[config.mk]
export PLATFORM = sky130hd
export DESIGN_NAME = lsu_mem_ctrl
export DESIGN_NICKNAME = d
export VERILOG_FILES = /design/src/rtl/lsu_mem_ctrl.sv
export SDC_FILE = /design/constraint.sdc
export NUM_CORES = 1
export LEC_CHECK = 0
export ABC_CLOCK_PERIOD_IN_PS = 5000
export CAP_MARGIN = 10
export CORE_ASPECT_RATIO = 1.1
export CORE_MARGIN = 8
export CORE_UTILIZATION = 48
export CTS_CLUSTER_SIZE = 40
export DETAILED_ROUTE_END_ITERATION = 6
export PLACE_DENSITY_LB_ADDON = 0.15
export SYNTH_ARGS = -nofsm -noshare
export SYNTH_HDL_FRONTEND = slang
export SYNTH_SLANG_ARGS = --single-unit
[constraint.sdc]
create_clock -name clk -period 5 [get_ports clk]
set_clock_uncertainty 0.2 [all_clocks]
set_input_delay 0.5 -clock clk [delete_from_list [all_inputs] [get_ports clk]]
set_output_delay 0.5 -clock clk [all_outputs]
set_load 0.05 [all_outputs]
[src/rtl/lsu_mem_ctrl.sv]
// lsu_mem_ctrl: multi-cycle load/store sequencer for a single-port data memory
// without byte enables; byte and half-word stores are done as read-modify-write.
module lsu_mem_ctrl (
  input  logic        clk,
  input  logic        rst,
  input  logic        req,
  input  logic        we,
  input  logic [2:0]  funct3,
  input  logic [31:0] addr,
  input  logic [31:0] wdata,
  output logic        ready,
  output logic        done,
  output logic        err,
  output logic [31:0] rdata,
  output logic [31:0] mem_addr,
  output logic        mem_re,
  output logic        mem_we,
  output logic [31:0] mem_wdata,
  input  logic [31:0] mem_rdata
);

  localparam logic [1:0] IDLE = 2'd0;
  localparam logic [1:0] RD   = 2'd1;
  localparam logic [1:0] WB   = 2'd2;
  localparam logic [1:0] RESP = 2'd3;

  logic [1:0]  state;
  logic        lat_we;
  logic [2:0]  lat_f3;
  logic [31:0] lat_addr;
  logic [31:0] lat_wdata;
  logic [31:0] word_q;
  logic        err_q;

  logic        req_illegal;
  logic        req_misaligned;
  logic        req_bad;
  logic [7:0]  sel_byte;
  logic [15:0] sel_half;
  logic [31:0] load_ext;
  logic [31:0] store_word;

  // Request legality is judged on the live inputs so the error path can go
  // straight to RESP without touching memory.
  always_comb begin
    req_illegal    = 1'b0;
    req_misaligned = 1'b0;
    if (we) begin
      req_illegal = (funct3 >= 3'd3);
    end else begin
      req_illegal = (funct3 == 3'd3) || (funct3 == 3'd6) || (funct3 == 3'd7);
    end
    case (funct3[1:0])
      2'd1:    req_misaligned = addr[0];
      2'd2:    req_misaligned = (addr[1:0] != 2'b00);
      default: req_misaligned = 1'b0;
    endcase
    req_bad = req_illegal || req_misaligned;
  end

  always_comb begin
    sel_byte = mem_rdata[{lat_addr[1:0], 3'b000} +: 8];
    sel_half = mem_rdata[{lat_addr[1], 4'b0000} +: 16];
    case (lat_f3)
      3'd0:    load_ext = {{24{sel_byte[7]}}, sel_byte};
      3'd1:    load_ext = {{16{sel_half[15]}}, sel_half};
      3'd4:    load_ext = {24'd0, sel_byte};
      3'd5:    load_ext = {16'd0, sel_half};
      default: load_ext = mem_rdata;
    endcase
  end

  // Sub-word stores merge into the word captured during RD.
  always_comb begin
    store_word = word_q;
    case (lat_f3)
      3'd0:    store_word[{lat_addr[1:0], 3'b000} +: 8] = lat_wdata[7:0];
      3'd1:    store_word[{lat_addr[1], 4'b0000} +: 16] = lat_wdata[15:0];
      default: store_word = lat_wdata;
    endcase
  end

  always_ff @(posedge clk or posedge rst) begin
    if (rst) begin
      state     <= IDLE;
      lat_we    <= 1'b0;
      lat_f3    <= 3'd0;
      lat_addr  <= 32'd0;
      lat_wdata <= 32'd0;
      word_q    <= 32'd0;
      err_q     <= 1'b0;
      rdata     <= 32'd0;
    end else begin
      case (state)
        IDLE: begin
          if (req) begin
            lat_we    <= we;
            lat_f3    <= funct3;
            lat_addr  <= addr;
            lat_wdata <= wdata;
            err_q     <= req_bad;
            if (req_bad) begin
              state <= RESP;
            end else if (we && (funct3 == 3'd2)) begin
              state <= WB;
            end else begin
              state <= RD;
            end
          end
        end
        RD: begin
          word_q <= mem_rdata;
          if (lat_we) begin
            state <= WB;
          end else begin
            rdata <= load_ext;
            state <= RESP;
          end
        end
        WB:      state <= RESP;
        default: state <= IDLE;
      endcase
    end
  end

  assign ready     = (state == IDLE);
  assign done      = (state == RESP);
  assign err       = (state == RESP) && err_q;
  assign mem_re    = (state == RD);
  assign mem_we    = (state == WB);
  assign mem_addr  = (mem_re || mem_we) ? {lat_addr[31:2], 2'b00} : 32'd0;
  assign mem_wdata = mem_we ? store_word : 32'd0;

endmodule

# Yosys cells after proc, flatten, opt, wreduce, memory -nomap -nowiden

Cells that the tools add are included.

$add $sub $neg: 2
Multipliers: 0
Div/mod/pow operators: 0
Order comparisons: 1
Equal/unequal tests: 13
Shift operators: 6
Mux-type cells: 13
Bitwise operators: 1
Reductions and logical operators: 11

Operators by type and width:

| operator                                              | number |
|---|---|
| one-hot mux 32 bit (4 select lines)                   | 1 |
| bitwise mux 32 bit                                    | 2 |
| 2-to-1 mux 32 bit                                     | 2 |
| one-hot mux 32 bit (2 select lines)                   | 1 |
| variable shift 16 x 7 -> 32 bit, first input constant | 1 |
| variable shift 8 x 7 -> 32 bit, first input constant  | 1 |
| indexed part select 16 x 7 -> 32 bit                  | 1 |
| indexed part select 32 x 6 -> 16 bit                  | 1 |
| indexed part select 32 x 6 -> 8 bit                   | 1 |
| indexed part select 8 x 7 -> 32 bit                   | 1 |
| negator 5 -> 7 bit                                    | 2 |
| == test 3 bit, second input constant                  | 4 |
| == test 2 bit, second input constant                  | 3 |
| == test 3 x 2 -> 1 bit, second input constant         | 2 |
| 2-to-1 mux 2 bit                                      | 3 |
| one-hot mux 2 bit (3 select lines)                    | 1 |
| == test 2 x 1 -> 1 bit, second input constant         | 2 |
| logical OR 1 bit                                      | 4 |
| AND reduction 2 bit                                   | 2 |
| == test 3 x 1 -> 1 bit, second input constant         | 1 |
| >= comparator 3 x 2 -> 1 bit, second input constant   | 1 |
| zero test 3 bit                                       | 1 |
| logical AND 1 bit                                     | 2 |
| zero test 2 bit                                       | 1 |
| 5 further kinds                                       | 6 |

Flip-flop bits (word level): 135
Latch bits: 0
Bits in writable memories: 0
Memory bits (read-only): 0
Output and inout port bits: 101
Logic and storage cells: 55
Memories kept: 0

# Depth between registers and ports, before layout

Depth in word-level cells: 8
Depth in mapped cells: 9
Mapped depth without buffers: 6

# Least setup slack after synthesis

Ideal clock, no wire load.

Kind: reg-to-output
Start point: register lat_addr[1]
End point: output mem_wdata[24]
Data arrival time: 2.844 ns
Required time: 4.300 ns
Setup slack: 1.456 ns
Cell stages (with the launch flop): 7
Buffers on the path: 1
Path through: dfrtp_1 > buf_2 > inv_1 > ha_1 > nor4_2 > a221oi_1 > o21ai_0

Word-level cells in the longest chain between the ends: 5
Elaborated cells on any way between the ends: 10
Classes of those cells: add/sub (2); shift (4); mux (4)

Ends and longest elaborated chain:

| element                                                      | line   | source |
|---|---|---|
| start: declaration                                           | 30     | `logic [31:0] lat_addr;` |
| start signal: assignment                                     | 99     | `lat_addr <= addr;` |
| negator 5 -> 7 bit (on tied branches)                        | 78, 77 |  |
| indexed part select 16 x 7 -> 32 bit (tied with other cells) | 78     | `3'd1: store_word[{lat_addr[1], 4'b0000} +: 16] = lat_wdata[15:0];` |
| bitwise mux 32 bit (on tied branches)                        | 78, 77 |  |
| one-hot mux 32 bit (2 select lines) *                        | 76     | `case (lat_f3)` |
| 2-to-1 mux 32 bit *                                          | 132    | `assign mem_wdata = mem_we ? store_word : 32'd0;` |
| end: declaration                                             | 18     | `output logic [31:0] mem_wdata,` |

Mark *: on every way between the ends. The rest lies on a longest branch, timed or not.

# Final worst setup path

Start point: register lat_addr[0]
End point: output mem_wdata[18]

Word-level cells in the longest chain between the ends: 5
Elaborated cells on any way between the ends: 6
Classes of those cells: add/sub (1); shift (2); mux (3)

Ends and longest elaborated chain:

| element                                                                                      | line | source |
|---|---|---|
| negator 5 -> 7 bit *                                                                         | 77   | `3'd0: store_word[{lat_addr[1:0], 3'b000} +: 8] = lat_wdata[7:0];` |
| indexed part select 8 x 7 -> 32 bit / variable shift 8 x 7 -> 32 bit (equally long branches) | 77   |  |
| bitwise mux 32 bit *                                                                         | 77   |  |
| one-hot mux 32 bit (2 select lines) *                                                        | 76   |  |
| 2-to-1 mux 32 bit *                                                                          | 132  |  |

Marks and branches as above.

==> results.json <==
{
  "status": "finished, final reports clean",
  "ff2ff_setup_slack_ns": 2.32,
  "clkSinkCount": 135,
  "hold_slack_ns": 0.290,
  "io_buffers": 201,
  "globalplace.congestion": 0.882,
  "grt.overflow.total": 0,
  "ys_seq_area_share_pct": 47.7,
  "yosys_register_bits": 135,
  "p_leak_nw": 4.09,
  "cap_violations": 0,
  "power_w": 0.00825,
  "ys_warn_count": 0,
  "core-area_sq_mm": 0.0144,
  "die-width_um": 132,
  "post_drt_wl_per_cell_um": 21.3,
  "peakVddDrop_mv": 0.558,
  "synth.area.top_cells": "dfrtp_1, mux2_2, nand2_1, and2_1, mux2i_1",
  "finalHoldViolCount": 0,
  "crit_arrival_ns": 3.44,
  "swShare_pct": 47.4,
  "endpoint_kind": "output port",
  "dp_hpwl_um": 16700,
  "ys.flop_type": "dfrtp_1",
  "ctsHoldBuffers": 0,
  "htreeDepth": 4,
  "cts-root-buf": "clkbuf_16",
  "synthesis.instances": 646,
  "startpoint_type": "register",
  "synthArstFlopShare_pct": 100,
  "comb_power_share_pct": 58.0,
  "syn_area_per_cell_sq_um": 11.0,
  "reg2regPathDepth": 6,
  "pwr-share-clk_pct": 16.1,
  "drt_iter0_drc": 371,
  "diodes": 0,
  "pre_cts_slack_ns": 1.33,
  "antenna_left": 0,
  "yosysMostFrequentCell": "dfrtp_1",
  "critPathMaxFanout": 11,
  "switchingPower_w": 0.00391,
  "crit_type": "register to output port",
  "period_share_pct": 82.8,
  "cp-endpoint": "mem_wdata[18]",
  "drc": 0,
  "grt_pass1_wl_um": 35000,
  "grt_max_degree": 77,
  "synth_cell_type_count": 51,
  "die-area_sq_mm": 0.0189,
  "required_ns": 4.30,
  "nFillCells": 1103,
  "clock_latency_ns": 0.42,
  "max_freq_mhz": 242,
  "yosys.area.top_type": "dfrtp_1",
  "r2r_end": "state[0]",
  "postCtsSetupRepairBufs": 0,
  "power_density_mw_per_mm2": 843,
  "antenna_found_initial": 0,
  "period_needed_ns": 4.14,
  "maxSlewHeadroom_pct": 21.1,
  "area_growth_pct": 38.1,
  "pwr-share-seq_pct": 25.9,
  "ys_top_cells_by_count": "dfrtp_1, mux2_2, nand2_1",
  "cts_tree": "built",
  "clockBufferDepth": 2,
  "cts-resized-gates": 0,
  "path_clk_slew_ns": 0.06,
  "internal_power_w": 0.00434,
  "critPathLaunch": "lat_addr[0]",
  "grt_pass1_vias": 6274,
  "drt_wl_total_um": 22000,
  "r2r-start": "state[0]",
  "synth_top_area_share_pct": 47.7,
  "setup_viol": 0,
  "synth_edf_count": 0,
  "firstDrtPassIters": 6,
  "worstMarginPinSlew_ns": 1.18,
  "start_util_pct": 49.1,
  "io_pins": 204,
  "fin_ws_ns": 0.860,
  "syn_area_sq_mm": 0.00709,
  "die_h_um": 143,
  "final_layout_size_suffix_gt1_share_pct": 21.3,
  "placementRows": 46,
  "cts_buffers": 17,
  "rsz0062_at_grt": "no",
  "grt_usage_pct": 23.7,
  "finalMaxSlewViolations": 0,
  "vias": 5898,
  "hold_path_class": "register to register",
  "fin_tns_setup_ns": 0,
  "via_per_inst": 5.72,
  "num-nets-final": 944
}
-- per-layer routing --
metal	part of all wire (%)	vias up	track usage [%]
met5	0	-	0
met1	39	2872	27.4
met2	47	288	37.7
met3	9.8	54	8.94
li1	-	2684	-
met4	4.1	0	12.6
-- flip-flops by register name, indices dropped and copies added, names as in the netlist --
signal and cells:
lat_addr 32, lat_wdata 32, rdata 32, word_q 32, lat_f3 3, state 2
err_q 1, lat_we 1
-- cell usage in the layout, fill, tap and decap left out, types with 7 or more instances in the layout --
cell type        count
clkbuf_16           17
nand3b_1             9
a22oi_1              8
a21oi_1             18
ha_1                12
nand2b_1            11
nor2_1              18
inv_1                8
nand2_1             63
o31ai_1              7
nor3b_1              7
a221oi_1            16
o221ai_1             8
mux2_2             106
buf_4               24
nand3_1             32
and2_1              34
o21ai_0             27
dfrtp_1            135
clkdlybuf4s50_1    185
mux2i_1             17
nor2b_1             16
or3_1                8
-- worst max-delay path: stages (launching register included) --
cell,delay (ns)
dfrtp_1,0.59
inv_1,0.15
ha_1,0.35
or3b_2,0.52
nor3_4,0.31
a221oi_1,0.14
nor2_1,0.14
clkdlybuf4s50_1,0.82
-- cells by family after synthesis --
| kind of cell | Yosys count | share of synthesized area, % |
|---|---|---|
| compound gates | 102 | 10.4 |
| fa+ha+maj | 12 | 2.12 |
| buf+inv | 56 | 3.56 |
| flops | 135 | 47.7 |
| mux | 124 | 19.6 |
| other cells | 1 | 0.0529 |
| simple gates | 216 | 16.6 |
-- stage by stage --
stage	util (%)	instance area, sq um	cells
after floorplan	-	7090	647
after global placement	63.4	9160	1002
after detailed placement	63.4	9160	1002
after CTS	67.7	9790	1032
after global routing	67.7	9790	1032
final	67.7	9790	1032
-- power groups by stage --
stage	Sequential (W)	Combinational, W	Clock [W]
2_1_floorplan	0.00234	0.00309	0
3_3_place_gp	0.00213	0.00470	0
3_5_place_dp	0.00214	0.00479	0
4_1_cts	0.00213	0.00482	0.00135
5_1_grt	0.00220	0.00509	0.00140
6_report	0.00213	0.00478	0.00133
-- cell type report --
| type | count | area (sq um) | share of cell area [%] |
|---|---|---|---|
| sequential | 135 | 3380 | 34.5 |
| tap | 192 | 240 | 2.45 |
| multi-input combinational | 456 | 3470 | 35.4 |
| clock buffer | 22 | 484 | 4.95 |
| inverter | 10 | 40.0 | 0.409 |
| timing repair buffer | 209 | 2030 | 20.8 |
| clock inverter | 8 | 145 | 1.48 |
-- how the worst min path moves through the flow --
stage          cells after the start         start           end
2_1_floorplan                      2         err_q         err_q
3_3_place_gp                       2      rdata[6]      rdata[6]
3_5_place_dp                       2         err_q         err_q
4_1_cts                            2         err_q         err_q
5_1_grt                            1  lat_addr[18]  lat_addr[18]
6_report                           2         err_q         err_q
No activity file was read; power rests on OpenSTA's default activity.
